File: src/rtl/wb_dec_pkg.sv
// Shared types and constants for the N-slave Wishbone decoder.
// sel_index() is a priority encoder in which the lowest set hit bit wins.
package wb_dec_pkg;

   typedef enum logic [1:0] {
      IDLE = 2'd0,
      BUSY = 2'd1,
      RESP = 2'd2
   } wb_dec_state_t;

   localparam int unsigned MAX_SLV = 8;
   localparam int unsigned SEL_W   = 3;

   localparam logic [31:0] ERR_DATA_DEF  = 32'hDEAD_BEEF;
   localparam logic [31:0] MPRJ_MASK_DEF = 32'hFFFF_F000;

   function automatic logic [SEL_W-1:0] sel_index(input logic [MAX_SLV-1:0] hit);
      logic [SEL_W-1:0] idx;
      idx = '0;
      for (int i = MAX_SLV - 1; i >= 0; i--) begin
         if (hit[i]) idx = SEL_W'(i);
      end
      return idx;
   endfunction

endpackage

File: src/rtl/wb_timeout_cnt.sv
// Cycle counter that runs while en is high. expired pulses for one cycle
// when the count reaches LIMIT-1, and the count then wraps to zero.
module wb_timeout_cnt #(
   parameter int unsigned W     = 16,
   parameter int unsigned LIMIT = 255
) (
   input  logic clk,
   input  logic rst,
   input  logic clr,
   input  logic en,
   output logic expired
);

   logic [W-1:0] cnt;

   assign expired = en && (cnt == W'(LIMIT - 1));

   always_ff @(posedge clk or posedge rst) begin
      if (rst) begin
         cnt <= '0;
      end else if (clr) begin
         cnt <= '0;
      end else if (en) begin
         cnt <= expired ? '0 : cnt + W'(1);
      end
   end

endmodule

File: src/rtl/wb_slave_decoder_n.sv
// N-slave Wishbone decoder/router with a registered response, a bus-timeout
// watchdog, error responses, and a sticky error log.
module wb_slave_decoder_n
   import wb_dec_pkg::*;
#(
   parameter int unsigned          N_SLV      = 4,
   parameter int unsigned          DATA_W     = 32,
   parameter logic [31:0]          ADDR_MASK  = MPRJ_MASK_DEF,
   parameter logic [N_SLV*32-1:0]  BASE_ADDRS = '0,
   parameter int unsigned          TIMEOUT    = 255,
   parameter logic [DATA_W-1:0]    ERR_DATA   = DATA_W'(ERR_DATA_DEF)
) (
   input  logic                      wb_clk_i,
   input  logic                      wb_rst_i,
   input  logic                      wbs_cyc_i,
   input  logic                      wbs_stb_i,
   input  logic [31:0]               wbs_adr_i,
   output logic [DATA_W-1:0]         wbs_dat_o,
   output logic                      wbs_ack_o,
   output logic [N_SLV-1:0]          s_cyc_o,
   output logic [N_SLV-1:0]          s_stb_o,
   input  logic [N_SLV-1:0]          s_ack_i,
   input  logic [N_SLV*DATA_W-1:0]   s_dat_i,
   input  logic                      err_clr_i,
   output logic                      err_irq_o,
   output logic [31:0]               err_adr_o,
   output logic [7:0]                err_cnt_o
);

   localparam int unsigned CNT_W = 16;

   wb_dec_state_t     state_q, state_d;
   logic [SEL_W-1:0]  sel_q, sel_d;
   logic              err_wait_q, err_wait_d;
   logic [DATA_W-1:0] dat_d;
   logic              ack_d;
   logic              err_log;
   logic              tmo_clr;
   logic              tmo_expired;
   logic              busy;

   logic [MAX_SLV-1:0] hit;
   logic               any_hit;
   logic [SEL_W-1:0]   hit_idx;
   logic               sel_ack;
   logic [DATA_W-1:0]  sel_dat;

   assign busy = (state_q == BUSY);

   // Address decode over the masked region
   always_comb begin
      hit = '0;
      for (int k = 0; k < N_SLV; k++) begin
         hit[k] = ((wbs_adr_i & ADDR_MASK) == BASE_ADDRS[k*32 +: 32]);
      end
      any_hit = |hit;
      hit_idx = sel_index(hit);
   end

   // Selected-slave response mux and gated slave handshakes
   always_comb begin
      sel_ack = 1'b0;
      sel_dat = '0;
      s_cyc_o = '0;
      s_stb_o = '0;
      for (int k = 0; k < N_SLV; k++) begin
         if (sel_q == SEL_W'(k)) begin
            sel_ack    = s_ack_i[k];
            sel_dat    = s_dat_i[k*DATA_W +: DATA_W];
            s_cyc_o[k] = busy && wbs_cyc_i;
            s_stb_o[k] = busy && wbs_stb_i;
         end
      end
   end

   wb_timeout_cnt #(
      .W     (CNT_W),
      .LIMIT (TIMEOUT)
   ) u_tmo (
      .clk     (wb_clk_i),
      .rst     (wb_rst_i),
      .clr     (tmo_clr),
      .en      (busy),
      .expired (tmo_expired)
   );

   // Error responses spend one extra RESP cycle (err_wait) before the ack
   always_comb begin
      state_d    = state_q;
      sel_d      = sel_q;
      err_wait_d = 1'b0;
      dat_d      = wbs_dat_o;
      ack_d      = 1'b0;
      err_log    = 1'b0;
      tmo_clr    = 1'b0;
      case (state_q)
         IDLE: begin
            if (wbs_cyc_i && wbs_stb_i) begin
               if (any_hit) begin
                  sel_d   = hit_idx;
                  tmo_clr = 1'b1;
                  state_d = BUSY;
               end else begin
                  dat_d      = ERR_DATA;
                  err_log    = 1'b1;
                  err_wait_d = 1'b1;
                  state_d    = RESP;
               end
            end
         end
         BUSY: begin
            if (!wbs_cyc_i) begin
               state_d = IDLE;
            end else if (sel_ack) begin
               dat_d   = sel_dat;
               ack_d   = 1'b1;
               state_d = RESP;
            end else if (tmo_expired) begin
               dat_d      = ERR_DATA;
               err_log    = 1'b1;
               err_wait_d = 1'b1;
               state_d    = RESP;
            end
         end
         RESP: begin
            if (err_wait_q) begin
               ack_d = 1'b1;
            end else begin
               state_d = IDLE;
            end
         end
         default: state_d = IDLE;
      endcase
   end

   always_ff @(posedge wb_clk_i or posedge wb_rst_i) begin
      if (wb_rst_i) begin
         state_q    <= IDLE;
         sel_q      <= '0;
         err_wait_q <= 1'b0;
         wbs_dat_o  <= '0;
         wbs_ack_o  <= 1'b0;
      end else begin
         state_q    <= state_d;
         sel_q      <= sel_d;
         err_wait_q <= err_wait_d;
         wbs_dat_o  <= dat_d;
         wbs_ack_o  <= ack_d;
      end
   end

   // Sticky error log; a new error outranks a simultaneous clear
   always_ff @(posedge wb_clk_i or posedge wb_rst_i) begin
      if (wb_rst_i) begin
         err_irq_o <= 1'b0;
         err_adr_o <= '0;
         err_cnt_o <= '0;
      end else if (err_log) begin
         err_irq_o <= 1'b1;
         err_adr_o <= wbs_adr_i;
         if (err_cnt_o != 8'hFF) err_cnt_o <= err_cnt_o + 8'd1;
      end else if (err_clr_i) begin
         err_irq_o <= 1'b0;
      end
   end

endmodule

File: config.mk
export PLATFORM = sky130hd
export DESIGN_NAME = wb_slave_decoder_n
export DESIGN_NICKNAME = d
export VERILOG_FILES = /design/src/rtl/wb_dec_pkg.sv /design/src/rtl/wb_timeout_cnt.sv /design/src/rtl/wb_slave_decoder_n.sv
export SDC_FILE = /design/constraint.sdc
export NUM_CORES = 1
export LEC_CHECK = 0
export CAP_MARGIN = 15
export CORE_MARGIN = 4
export CORE_UTILIZATION = 30
export CTS_CLUSTER_SIZE = 25
export DETAILED_ROUTE_END_ITERATION = 6
export HOLD_SLACK_MARGIN = 0.02
export PLACE_DENSITY = 0.72
export SETUP_SLACK_MARGIN = 0.2
export SYNTH_ARGS = -nofsm -noshare
export SYNTH_HDL_FRONTEND = slang
export SYNTH_SLANG_ARGS = --single-unit
File: constraint.sdc
create_clock -name wb_clk_i -period 3.4 [get_ports wb_clk_i]
set_input_delay 0.68 -clock wb_clk_i [delete_from_list [all_inputs] [get_ports wb_clk_i]]
set_output_delay 0.68 -clock wb_clk_i [all_outputs]
set_load 0.1 [all_outputs]
==> results of run 1 <==
[worst register-to-register path, stage by stage (launching register included)]
cell and delay (ns):
dfrtp_1 0.39, inv_1 0.10, ha_1 0.43, clkinv_1 0.34
o21ai_0 0.24, nand2_1 0.11, a311oi_4 0.47, buf_12 0.24
o22a_1 0.16
[cell type report]
cell class                      instances  area [sq um]  area share
Sequential cell                        93          2327      0.3879
Multi-Input combinational cell        220          1687      0.2811
Timing Repair Buffer                  150          1406      0.2344
Clock buffer                           12         246.5     0.04108
Tap cell                              176         220.2     0.03670
Inverter                               17         65.06     0.01084
Clock inverter                          4         47.55    0.007925
[metrics by stage]
stage,cell area [sq um],setup slack (ns),hold WS (ns),utilization
after floorplan,4220,0.2997,0.5088,-
after global placement,5705,0.3522,0.4817,0.4241
after detailed placement,5705,0.3016,0.4909,0.4241
after CTS,6000,0.6601,0.5031,0.4460
after global routing,6000,0.5369,0.5111,0.4460
final,6000,0.6836,0.4970,0.4460
[cell usage after synthesis, types with 2 or more instances]
master,instances
a211oi_1,4
a21oi_1,17
and2_1,4
and3_1,3
buf_12,2
buf_2,4
buf_4,6
clkbuf_1,6
dfrtp_1,93
ha_1,6
inv_1,16
mux2_2,27
mux2_4,9
nand2_1,20
nand2b_1,2
nand3_1,10
nand4_1,10
nand4b_1,2
nor2_1,7
nor3_1,7
nor4_1,7
o21ai_0,10
o22a_1,25
o22ai_1,2
o2bb2ai_1,8
o31ai_1,2
or3_1,9
or4_1,2
xor2_1,7
[where the power goes]
part / switching, mW / leakage [nW] / internal (mW)
registers: 0.149 / 1.06 / 1.34
logic: 2.05 / 1.22 / 0.640
clock network: 0.411 / 0.143 / 0.588
[how the worst max path moves through the flow]
stage                  start                   endpoint  slack (ns)  depth (start not counted)
2_1_floorplan       wb_rst_i   err_adr_o[0]$_DFFE_PP0P_        0.30                          1
3_3_place_gp   wbs_adr_i[15]  u_tmo.cnt[15]$_DFFE_PP0P_        0.35                          6
3_5_place_dp   wbs_adr_i[15]  u_tmo.cnt[15]$_DFFE_PP0P_        0.30                          6
4_1_cts        wbs_adr_i[15]  u_tmo.cnt[15]$_DFFE_PP0P_        0.66                          6
5_1_grt        wbs_adr_i[13]  u_tmo.cnt[15]$_DFFE_PP0P_        0.54                          6
6_report       wbs_adr_i[15]  u_tmo.cnt[15]$_DFFE_PP0P_        0.68                          6
[sequential cells by signal (all words and copies together) (netlist names)]
register	count
err_adr_o	32
wbs_dat_o	32
u_tmo.cnt	16
err_cnt_o	8
state_q	2
err_irq_o	1
err_wait_q	1
wbs_ack_o	1
[per-layer routing]
metal / vias up / global-route usage / part of all wire
met3: 14 / 0.04960 / 0.085
met1: 1597 / 0.1628 / 0.43
met4: 0 / 0.04164 / 0.015
met5: - / 0 / 0
met2: 126 / 0.2073 / 0.47
li1: 1539 / - / -
[cells by family (layout without fill, tap and decap cells)]
group | Yosys count | in the layout | share of synthesized area
adders and majority gates | 6 | 6 | 0.01787
DFF | 93 | 93 | 0.5539
other | 1 | 6 | 0.0008925
AOI/OAI and AO/OA | 73 | 73 | 0.1278
xor gates and xnor gates | 7 | 7 | 0.01459
muxes | 37 | 37 | 0.1069
buffers and inverters | 37 | 183 | 0.05181
and+or+nand+nor | 91 | 91 | 0.1263
==> results.md, run 1 <==
* Worst Path Class, Setup: in2reg
* Die Area at 15960 sq um
* PortBufs at 145
* Most frequent cells in the layout: clkdlybuf4s50_1 (97), dfrtp_1 (93), buf_4 (50), mux2_2 (27), o22a_1 (25)
* Worst Hold Path Cells at 1
* Placer Congestion at 0.8091
* Post-DP HPWL at 7.671 mm
* Cell Chain, Critical Path: clkdlybuf4s50_1 > nor4_1 > nand3_1 > o31a_1 > or4_1 > a21oi_1
* R2R cell count at 8
* Top_reg_cell synth: dfrtp_1
* Initial antenna violation count at 0
* EDFF count, synth at 0
* Post-CTS Repair Setup Buffers at 0
* Layout area overhead at 42.79%
* DP Cell Count at 656
* RR Startpoint: state_q[1]$_DFFE_PP0P_
* Final hold vios at 0
* Synth top area cells: dfrtp_1 (55%), mux2_2 (7.2%), o22a_1 (5.2%)
* # nets final at 666
* Setup crit start kind: input port
* Residual DRC at 0
* Area leader, netlist: dfrtp_1
* Commonest non-fill, non-tap cell in the layout: clkdlybuf4s50_1
* Cts hold-fix bufs at 0
* Synthesized area at 4202 sq um
* Initial Util at 0.3123
* FF-to-FF setup slack at 0.86 ns
* Power density cells at 863.9 nW/um^2
* Clk pin slew, worst setup/hold paths at 0.06 ns
* Gates resized, CTS repair at 0
* Worst-skew pair later-pin latency at 0.34 ns
* Crit path DAT at 2.98 ns
* CP endpoint kind: flip-flop
* Period utilization at 0.7990
* Required @ worst endpoint at 3.66 ns
* DIE WIDTH at 126.3 um
* Fmax achieved at 0.3681 GHz
* Grt ovf at 0
* First-pass GRT wire length at 17.16 mm
* Worst Hold End: err_cnt_o[3]$_DFFE_PP0P_
* Layout fillers at 1263
* Maximum number of pins on one net before global-route repair at 49
* Synth top area share at 0.5539
* Buf/Inv on CP at 1
* Synth Instances at 345
* Register bit total from synthesis at 93
* Seq/Total Area, Yosys at 0.5539
* Actual slew at the worst max-slew pin at 0.9892 ns
* CP delay by family, top: simple AND/OR/NAND/NOR gates
* CP max FO at 18
* Pre-Repair DR Iteration Count at 4
* Yosys warns at 0
* CTS tree: done
* Routed wire length per instance at 15.17 um
* CTS Buffer Depth at 2
* Max-slew headroom at 0.3385
* Root buf cell: clkbuf_16
* Max-cap violations at 0
* Final Non-Filler Cells at 672
* Die height at 126.3 um
* H-tree Lvls at 3
* Reg2reg end: wbs_dat_o[25]$_DFFE_PP0P_
* Vias after detailed routing at 3276
* RSZ-0062 raised after global routing: false
* FFs w/ async S/R, synth at 1.000
* Vias per inst at 4.875
* CTS Buf Count at 9
* Post-route ant nets at 0
* Inserted Diodes at 0
* Worst VDD drop at 828.4 uV
* Clk sinks at 93
* Slew Viols, Final at 0
* Initial drt markers at 100
* Synth unique cells at 47
* # rows at 42
* Global-route usage over all layers at 0.1298
* Leakage Power at 2.420 nW
* Post-Route WL at 10.20 mm
* Fraction of layout cells with a size suffix above 1 at 0.2278
* Fin Setup TNS at 0 ns
* Worst min path class: reg2reg
* Slowest-stage cell, CP: or4_1
* Io pins at 251
* Final setup fails at 0
* Mean post-synth cell area at 12.18 sq um
* Clk_skew at 0.007685 ns
* Max stage delay on crit path at 0.56 ns
* Total core area at 13450 sq um
* Overall Power at 5.183 mW
* Hold path start: err_cnt_o[3]$_DFFE_PP0P_
* Vias in the first global route at 3470
* Min Clock Period, post-route at 2.716 ns
* Status: finished, final reports clean
No activity file was read; power rests on OpenSTA's default activity.
==> run 2, diff against run 1 <==
--- a/config.mk
+++ b/config.mk
@@ -11,7 +11,7 @@
 export CTS_CLUSTER_SIZE = 25
 export DETAILED_ROUTE_END_ITERATION = 6
 export HOLD_SLACK_MARGIN = 0.02
-export PLACE_DENSITY = 0.72
+export PLACE_DENSITY = 0.74
 export SETUP_SLACK_MARGIN = 0.2
 export SYNTH_ARGS = -nofsm -noshare
 export SYNTH_HDL_FRONTEND = slang
==> constraint.sdc (replaced) <==
create_clock -name wb_clk_i -period 2.31 [get_ports wb_clk_i]
set_input_delay 0.462 -clock wb_clk_i [delete_from_list [all_inputs] [get_ports wb_clk_i]]
set_output_delay 0.462 -clock wb_clk_i [all_outputs]
set_load 0.1 [all_outputs]
==> results.md, run 2 (synthesized netlist as in run 1, its figures left out) <==
* Min Clock Period, post-route at 2.350 ns
* Maximum number of pins on one net before global-route repair at 94 (+92%)
* CP delay by family, top: simple AND/OR/NAND/NOR gates
* Final setup margin at -0.03972 ns (-0.7233 ns)
* Period utilization at 1.017
* Vias after detailed routing at 3681 (+12%)
* FF-to-FF setup slack at -0.04 ns (-0.90 ns)
* Clk sinks at 93 (unchanged)
* Leakage Power at 3.065 nW (+27%)
* Die height at 126.3 um (unchanged)
* Global-route usage over all layers at 0.1492 (+0.01942)
* Sequential Power Share at 0.273 (-0.015)
* Fmax achieved at 0.4256 GHz
* Fraction of layout cells with a size suffix above 1 at 0.4383 (+0.2104)
* H-tree Lvls at 3 (unchanged)
* Max-slew headroom at 0.5845 (+0.2460)
* Initial drt markers at 183 (+83%)
* Inserted Diodes at 0 (unchanged)
* Setup crit start kind: flip-flop
* Place WS at -0.7509 ns (-1.053 ns)
* Placed cell area at 6045 sq um (+5.9%)
* CTS Buffer Depth at 2 (unchanged)
* Status: finished, violations left
* Worst min path class: in2reg
* Final Non-Filler Cells at 751 (+12%)
* Layout fillers at 1146 (-9.3%)
* Most frequent cells in the layout: buf_4 (132), dfrtp_1 (91), clkdlybuf4s50_1 (48), mux2_4 (35), o22a_1 (25)
* Clk pin slew, worst setup/hold paths at 0.07 ns (about the same)
* Vias per inst at 4.901 (+0.54%)
* GRT busiest layer: met2
* Worst Path Class, Setup: reg2reg
* Max-cap violations at 0 (unchanged)
* Initial antenna violation count at 0 (unchanged)
* Routed wire length per instance at 16.65 um (+9.7%)
* Total core area at 13450 sq um (unchanged)
* Residual DRC at 0 (unchanged)
* Die Area at 15960 sq um (unchanged)
* Failing checks: setup timing
* Internal power at 4.228 mW (+64%)
* Post-Route WL at 12.50 mm (+23%)
* Cell Chain, Critical Path: or3_4 > buf_4 > nor4_4 > nand3_4 > buf_6 > a211oi_4 > mux2_4
* Grt ovf at 0 (unchanged)
* PortBufs at 145 (unchanged)
* Max stage delay on crit path at 0.41 ns (-0.15 ns)
* Placer Congestion at 0.8494 (+5.0%)
* CTS Buf Count at 9 (unchanged)
* Worst VDD drop at 1247 uV (+51%)
* Buf/Inv on CP at 2 (+1)
* Top Registers: err_adr_o (32), wbs_dat_o (32), u_tmo.cnt (16)
* Worst-skew pair later-pin latency at 0.35 ns (about the same)
* Required @ worst endpoint at 2.54 ns (-1.12 ns)
* Vias in the first global route at 3846 (+11%)
* Final Util at 0.5252 (+0.07924)
* Post-route ant nets at 0 (unchanged)
* Switching Fraction at 0.4865 (-0.01728)
* Slew Viols, Final at 0 (unchanged)
* Crit path DAT at 2.58 ns (-0.40 ns)
* # rows at 42 (unchanged)
* M3 GR Usage at 0.03867 (-0.01093)
* Power density cells at 1165 nW/um^2 (+35%)
* M1 GR Usage at 0.1828 (+0.01998)
* Pre-Repair DR Iteration Count at 4 (unchanged)
* Io pins at 251 (unchanged)
* CP max FO at 5 (-13)
* # nets final at 745 (+12%)
* Final hold vios at 0 (unchanged)
* Commonest non-fill, non-tap cell in the layout: buf_4
* Design area at 7066 sq um (+18%)
* Actual slew at the worst max-slew pin at 0.6210 ns (-0.3682 ns)
* CTS tree: done
* DIE WIDTH at 126.3 um (unchanged)
* Combinational group share of total power at 0.523 (+0.004)
* Met2 Usage GRT at 0.2453 (+0.03798)
* Worst hold slack at 0.3895 ns (-0.1075 ns)
* CP endpoint kind: flip-flop
* Clk_skew at 0.008521 ns (+0.0008365 ns)
* Initial Util at 0.3123 (unchanged)
* Switching pwr at 4.006 mW (+53%)
* First-pass GRT wire length at 19.04 mm (+11%)
* Final setup fails at 3 (+3)
* Slowest-stage cell, CP: or3_4
* Layout area overhead at 68.17%
* RSZ-0062 raised after global routing: true
* Clock Power Share at 0.204 (+0.011)
* DP Cell Count at 701 (+6.9%)
* Post-DP HPWL at 8.178 mm (+6.6%)
* Root buf cell: clkbuf_16
run 2: cell count changes in the layout (fill, tap and decap cells not counted), sizes merged, moves of 2 or more:
| cell | previous run | this run |
|---|---|---|
| dlygate4sd2 | 0 | 13 |
| buf | 53 | 159 |
| dlymetal6s2s | 0 | 4 |
| clkdlybuf4s50 | 97 | 48 |
| bufinv | 1 | 3 |
| clkdlybuf4s15 | 0 | 3 |
run 2: timing repair:
item / in CTS / in global routing
endpoints found under the setup margin: 91 / 83
gates cloned: 4 / 1
pin swaps: 19 / 18
hold buffers: 0 / 0
setup buffers: 19 / 10
gates resized for setup: 72 / 28
endpoints found under the hold margin: 0 / 0
run 2: path summary, 6_finish.rpt:
check / from / end / cells past startpoint
min: wbs_adr_i[29] / err_adr_o[29]$_DFFE_PP0P_ / 2
max: u_tmo.cnt[13]$_DFFE_PP0P_ / err_cnt_o[7]$_DFFE_PP0P_ / 7
min reg2reg: wbs_dat_o[15]$_DFFE_PP0P_ / wbs_dat_o[15]$_DFFE_PP0P_ / 1
max in group asynchronous: wb_rst_i / wbs_dat_o[24]$_DFFE_PP0P_ / 3
min in group asynchronous: wb_rst_i / err_adr_o[1]$_DFFE_PP0P_ / 3
max reg2reg: u_tmo.cnt[13]$_DFFE_PP0P_ / err_cnt_o[7]$_DFFE_PP0P_ / 7
run 2: cell type report:
class / count / area, sq um / share of cell area
Sequential cell: 93 / 2330 / 0.3297
Timing Repair Buffer: 228 / 2087 / 0.2954
Multi-Input combinational cell: 221 / 2021 / 0.2860
Clock buffer: 10 / 229.0 / 0.03241
Tap cell: 176 / 220.2 / 0.03117
Clock inverter: 6 / 111.4 / 0.01576
Inverter: 17 / 67.56 / 0.009563
run 2: power groups by stage:
stage	clock, mW	combinational (mW)	sequential [mW]
after floorplan	0	0.720	4.67
after global placement	0	4.02	2.23
after detailed placement	0	4.06	2.24
after CTS	1.73	4.28	2.24
after global routing	1.81	4.43	2.29
final	1.68	4.31	2.25
run 2: per-stage QoR:
step                power, mW  setup TNS (ns)
finish                  8.233        -0.05086
global route            8.525          -1.524
CTS                     8.245        -0.02942
detailed placement      6.299          -41.69
global placement        6.253          -37.29
floorplan               5.392               0
run 2: layer usage:
layer / up-vias / share of wire
met1: 1808 / 0.43
met4: 0 / 0.024
li1: 1711 / -
met2: 136 / 0.49
met3: 26 / 0.055
met5: - / 0
==> run 3, diff against run 2 <==
--- a/config.mk
+++ b/config.mk
@@ -6,10 +6,12 @@
 export NUM_CORES = 1
 export LEC_CHECK = 0
 export CAP_MARGIN = 15
+export CORE_ASPECT_RATIO = 0.6
 export CORE_MARGIN = 4
 export CORE_UTILIZATION = 30
 export CTS_CLUSTER_SIZE = 25
 export DETAILED_ROUTE_END_ITERATION = 6
+export GPL_ROUTABILITY_DRIVEN = 0
 export HOLD_SLACK_MARGIN = 0.02
 export PLACE_DENSITY = 0.74
 export SETUP_SLACK_MARGIN = 0.2
==> results.md, run 3 (synthesized netlist as in run 1, its figures left out) <==
* Status: finished, final reports clean
* Vias per inst at 4.764 (-2.8%)
* # nets final at 718 (-3.6%)
* Final setup fails at 0 (-3)
* Die height at 99.67 um (-21%)
* Final hold vios at 0 (unchanged)
* Overall Power at 7.873 mW (-4.4%)
* Vias after detailed routing at 3525 (-4.2%)
* DIE WIDTH at 160.8 um (+27%)
* Clk_skew at 0.009648 ns (+0.001127 ns)
* CTS Buffer Depth at 2 (unchanged)
* Leakage Power at 2.902 nW (-5.3%)
* CTS tree: done
* Max-cap violations at 0 (unchanged)
* Post-route ant nets at 0 (unchanged)
* Worst-skew pair later-pin latency at 0.34 ns (about the same)
* Period utilization at 0.9445 (-0.07270)
* Crit path DAT at 2.40 ns (-0.18 ns)
* Commonest non-fill, non-tap cell in the layout: buf_4
* First-pass GRT wire length at 19.13 mm (+0.50%)
* Final setup margin at 0.1282 ns (+0.1679 ns)
* Clk pin slew, worst setup/hold paths at 0.07 ns (about the same)
* Fmax achieved at 0.4583 GHz (+7.7%)
* Clk sinks at 93 (unchanged)
* Layout fillers at 1198 (+4.5%)
* Inserted Diodes at 0 (unchanged)
* Design area at 6748 sq um (-4.5%)
* H-tree Lvls at 3 (unchanged)
* PortBufs at 145 (unchanged)
* Max-slew headroom at 0.6287 (+0.04427)
* Grt ovf at 0 (unchanged)
* Placed cell area at 5984 sq um (-0.99%)
* Worst min path class: in2reg
* Setup crit start kind: flip-flop
* Top Registers: err_adr_o (32), wbs_dat_o (32), u_tmo.cnt (16)
* Initial drt markers at 192 (+4.9%)
* Layout area overhead at 60.60%
* CTS Buf Count at 9 (unchanged)
* Actual slew at the worst max-slew pin at 0.5557 ns (-0.06528 ns)
* RSZ-0062 raised after global routing: true
* Die Area at 16020 sq um (+0.39%)
* Post-Route WL at 11.91 mm (-4.7%)
* Io pins at 251 (unchanged)
* Initial Util at 0.3074 (-0.004889)
* Worst VDD drop at 1603 uV (+29%)
* Place WS at -0.5094 ns (+0.2415 ns)
* Worst Path Class, Setup: reg2reg
* Most frequent cells in the layout: buf_4 (113), dfrtp_1 (89), clkdlybuf4s50_1 (49), o22a_1 (25), mux2_4 (21)
* Maximum number of pins on one net before global-route repair at 41 (-56%)
* Root buf cell: clkbuf_16
* CP max FO at 6 (+1)
* FF-to-FF setup slack at 0.13 ns (+0.17 ns)
* Pre-Repair DR Iteration Count at 4 (unchanged)
* Residual DRC at 0 (unchanged)
* Global-route usage over all layers at 0.1459 (-0.003287)
* Min Clock Period, post-route at 2.182 ns (-0.1679 ns)
* Vias in the first global route at 3760 (-2.2%)
* Slew Viols, Final at 0 (unchanged)
* Power density cells at 1167 nW/um^2 (+0.13%)
* CP endpoint kind: flip-flop
* # rows at 33 (-21%)
* Post-DP HPWL at 8.387 mm (+2.6%)
* Total core area at 13670 sq um (+1.6%)
* Routed wire length per instance at 16.10 um (-3.3%)
* Required @ worst endpoint at 2.52 ns (-0.02 ns)
* Initial antenna violation count at 0 (unchanged)
* Fraction of layout cells with a size suffix above 1 at 0.4106 (-0.02768)
run 3: changes by cell type in the layout (fill, tap and decap cells not counted), moves of 5 or more:
cell,delta
mux2_2,+14
mux2_4,-14
dlygate4sd2_1,-5
buf_4,-19
buf_6,-9
dlymetal6s2s_1,+5
run 3: critical path, cell delays in order, from the launching register on:
cell and delay, ns:
dfrtp_1 0.38, or4_4 0.55, nor4_4 0.25, nand3_4 0.15
buf_12 0.16, a211oi_4 0.25, mux2_4 0.32
run 3: layout make-up:
class	count	area (sq um)	area share
clock buffer	11	232.7	0.03449
multi-input combinational	220	1896	0.2809
sequential	93	2332	0.3456
inverter	17	67.56	0.01001
tap	192	240.2	0.03560
clock inverter	5	60.06	0.008900
timing repair buffer	202	1919	0.2844
run 3: final timing paths:
path / startpoint / to / depth (start not counted)
max: u_tmo.cnt[11]$_DFFE_PP0P_ / err_cnt_o[7]$_DFFE_PP0P_ / 6
min reg2reg: err_cnt_o[3]$_DFFE_PP0P_ / err_cnt_o[3]$_DFFE_PP0P_ / 1
min: wbs_adr_i[15] / err_adr_o[15]$_DFFE_PP0P_ / 2
max in group asynchronous: wb_rst_i / err_cnt_o[0]$_DFFE_PP0P_ / 3
max reg2reg: u_tmo.cnt[11]$_DFFE_PP0P_ / err_cnt_o[7]$_DFFE_PP0P_ / 6
min in group asynchronous: wb_rst_i / u_tmo.cnt[11]$_DFFE_PP0P_ / 2
run 3: per-stage QoR:
step / hold slack (ns) / utilization / cells / TNS (ns)
final: 0.4263 / 0.4937 / 740 / 0
after global routing: 0.4141 / 0.4937 / 740 / 0
after CTS: 0.4957 / 0.4797 / 733 / 0
after detailed placement: 0.4996 / 0.4379 / 703 / -32.26
after global placement: 0.4911 / 0.4379 / 703 / -25.90
after floorplan: 0.5088 / - / 350 / 0
run 3: power breakdown:
group	internal, mW	leakage (nW)	switching (mW)
sequential	1.98	1.05	0.257
clock	0.843	0.140	0.602
combinational	1.11	1.71	3.08
total	3.93	2.90	3.94
run 3: repair_timing:
| action | CTS | global route |
|---|---|---|
| setup endpoints to repair | 90 | 85 |
| pin swaps | 13 | 13 |
| setup buffers | 9 | 6 |
| resized for setup | 35 | 35 |
| hold endpoints to repair | 0 | 0 |
| hold buffers | 0 | 0 |
| gates cloned | 5 | 1 |
run 3: layer usage:
| layer | wire length (um) | share of wire | track usage | up-vias |
|---|---|---|---|---|
| li1 | - | - | - | 1646 |
| met1 | 5366 | 0.45 | 0.1869 | 1713 |
| met2 | 5331 | 0.45 | 0.2338 | 153 |
| met3 | 1084 | 0.091 | 0.05135 | 13 |
| met4 | 129 | 0.011 | 0.04653 | 0 |
| met5 | 0 | 0 | 0 | - |
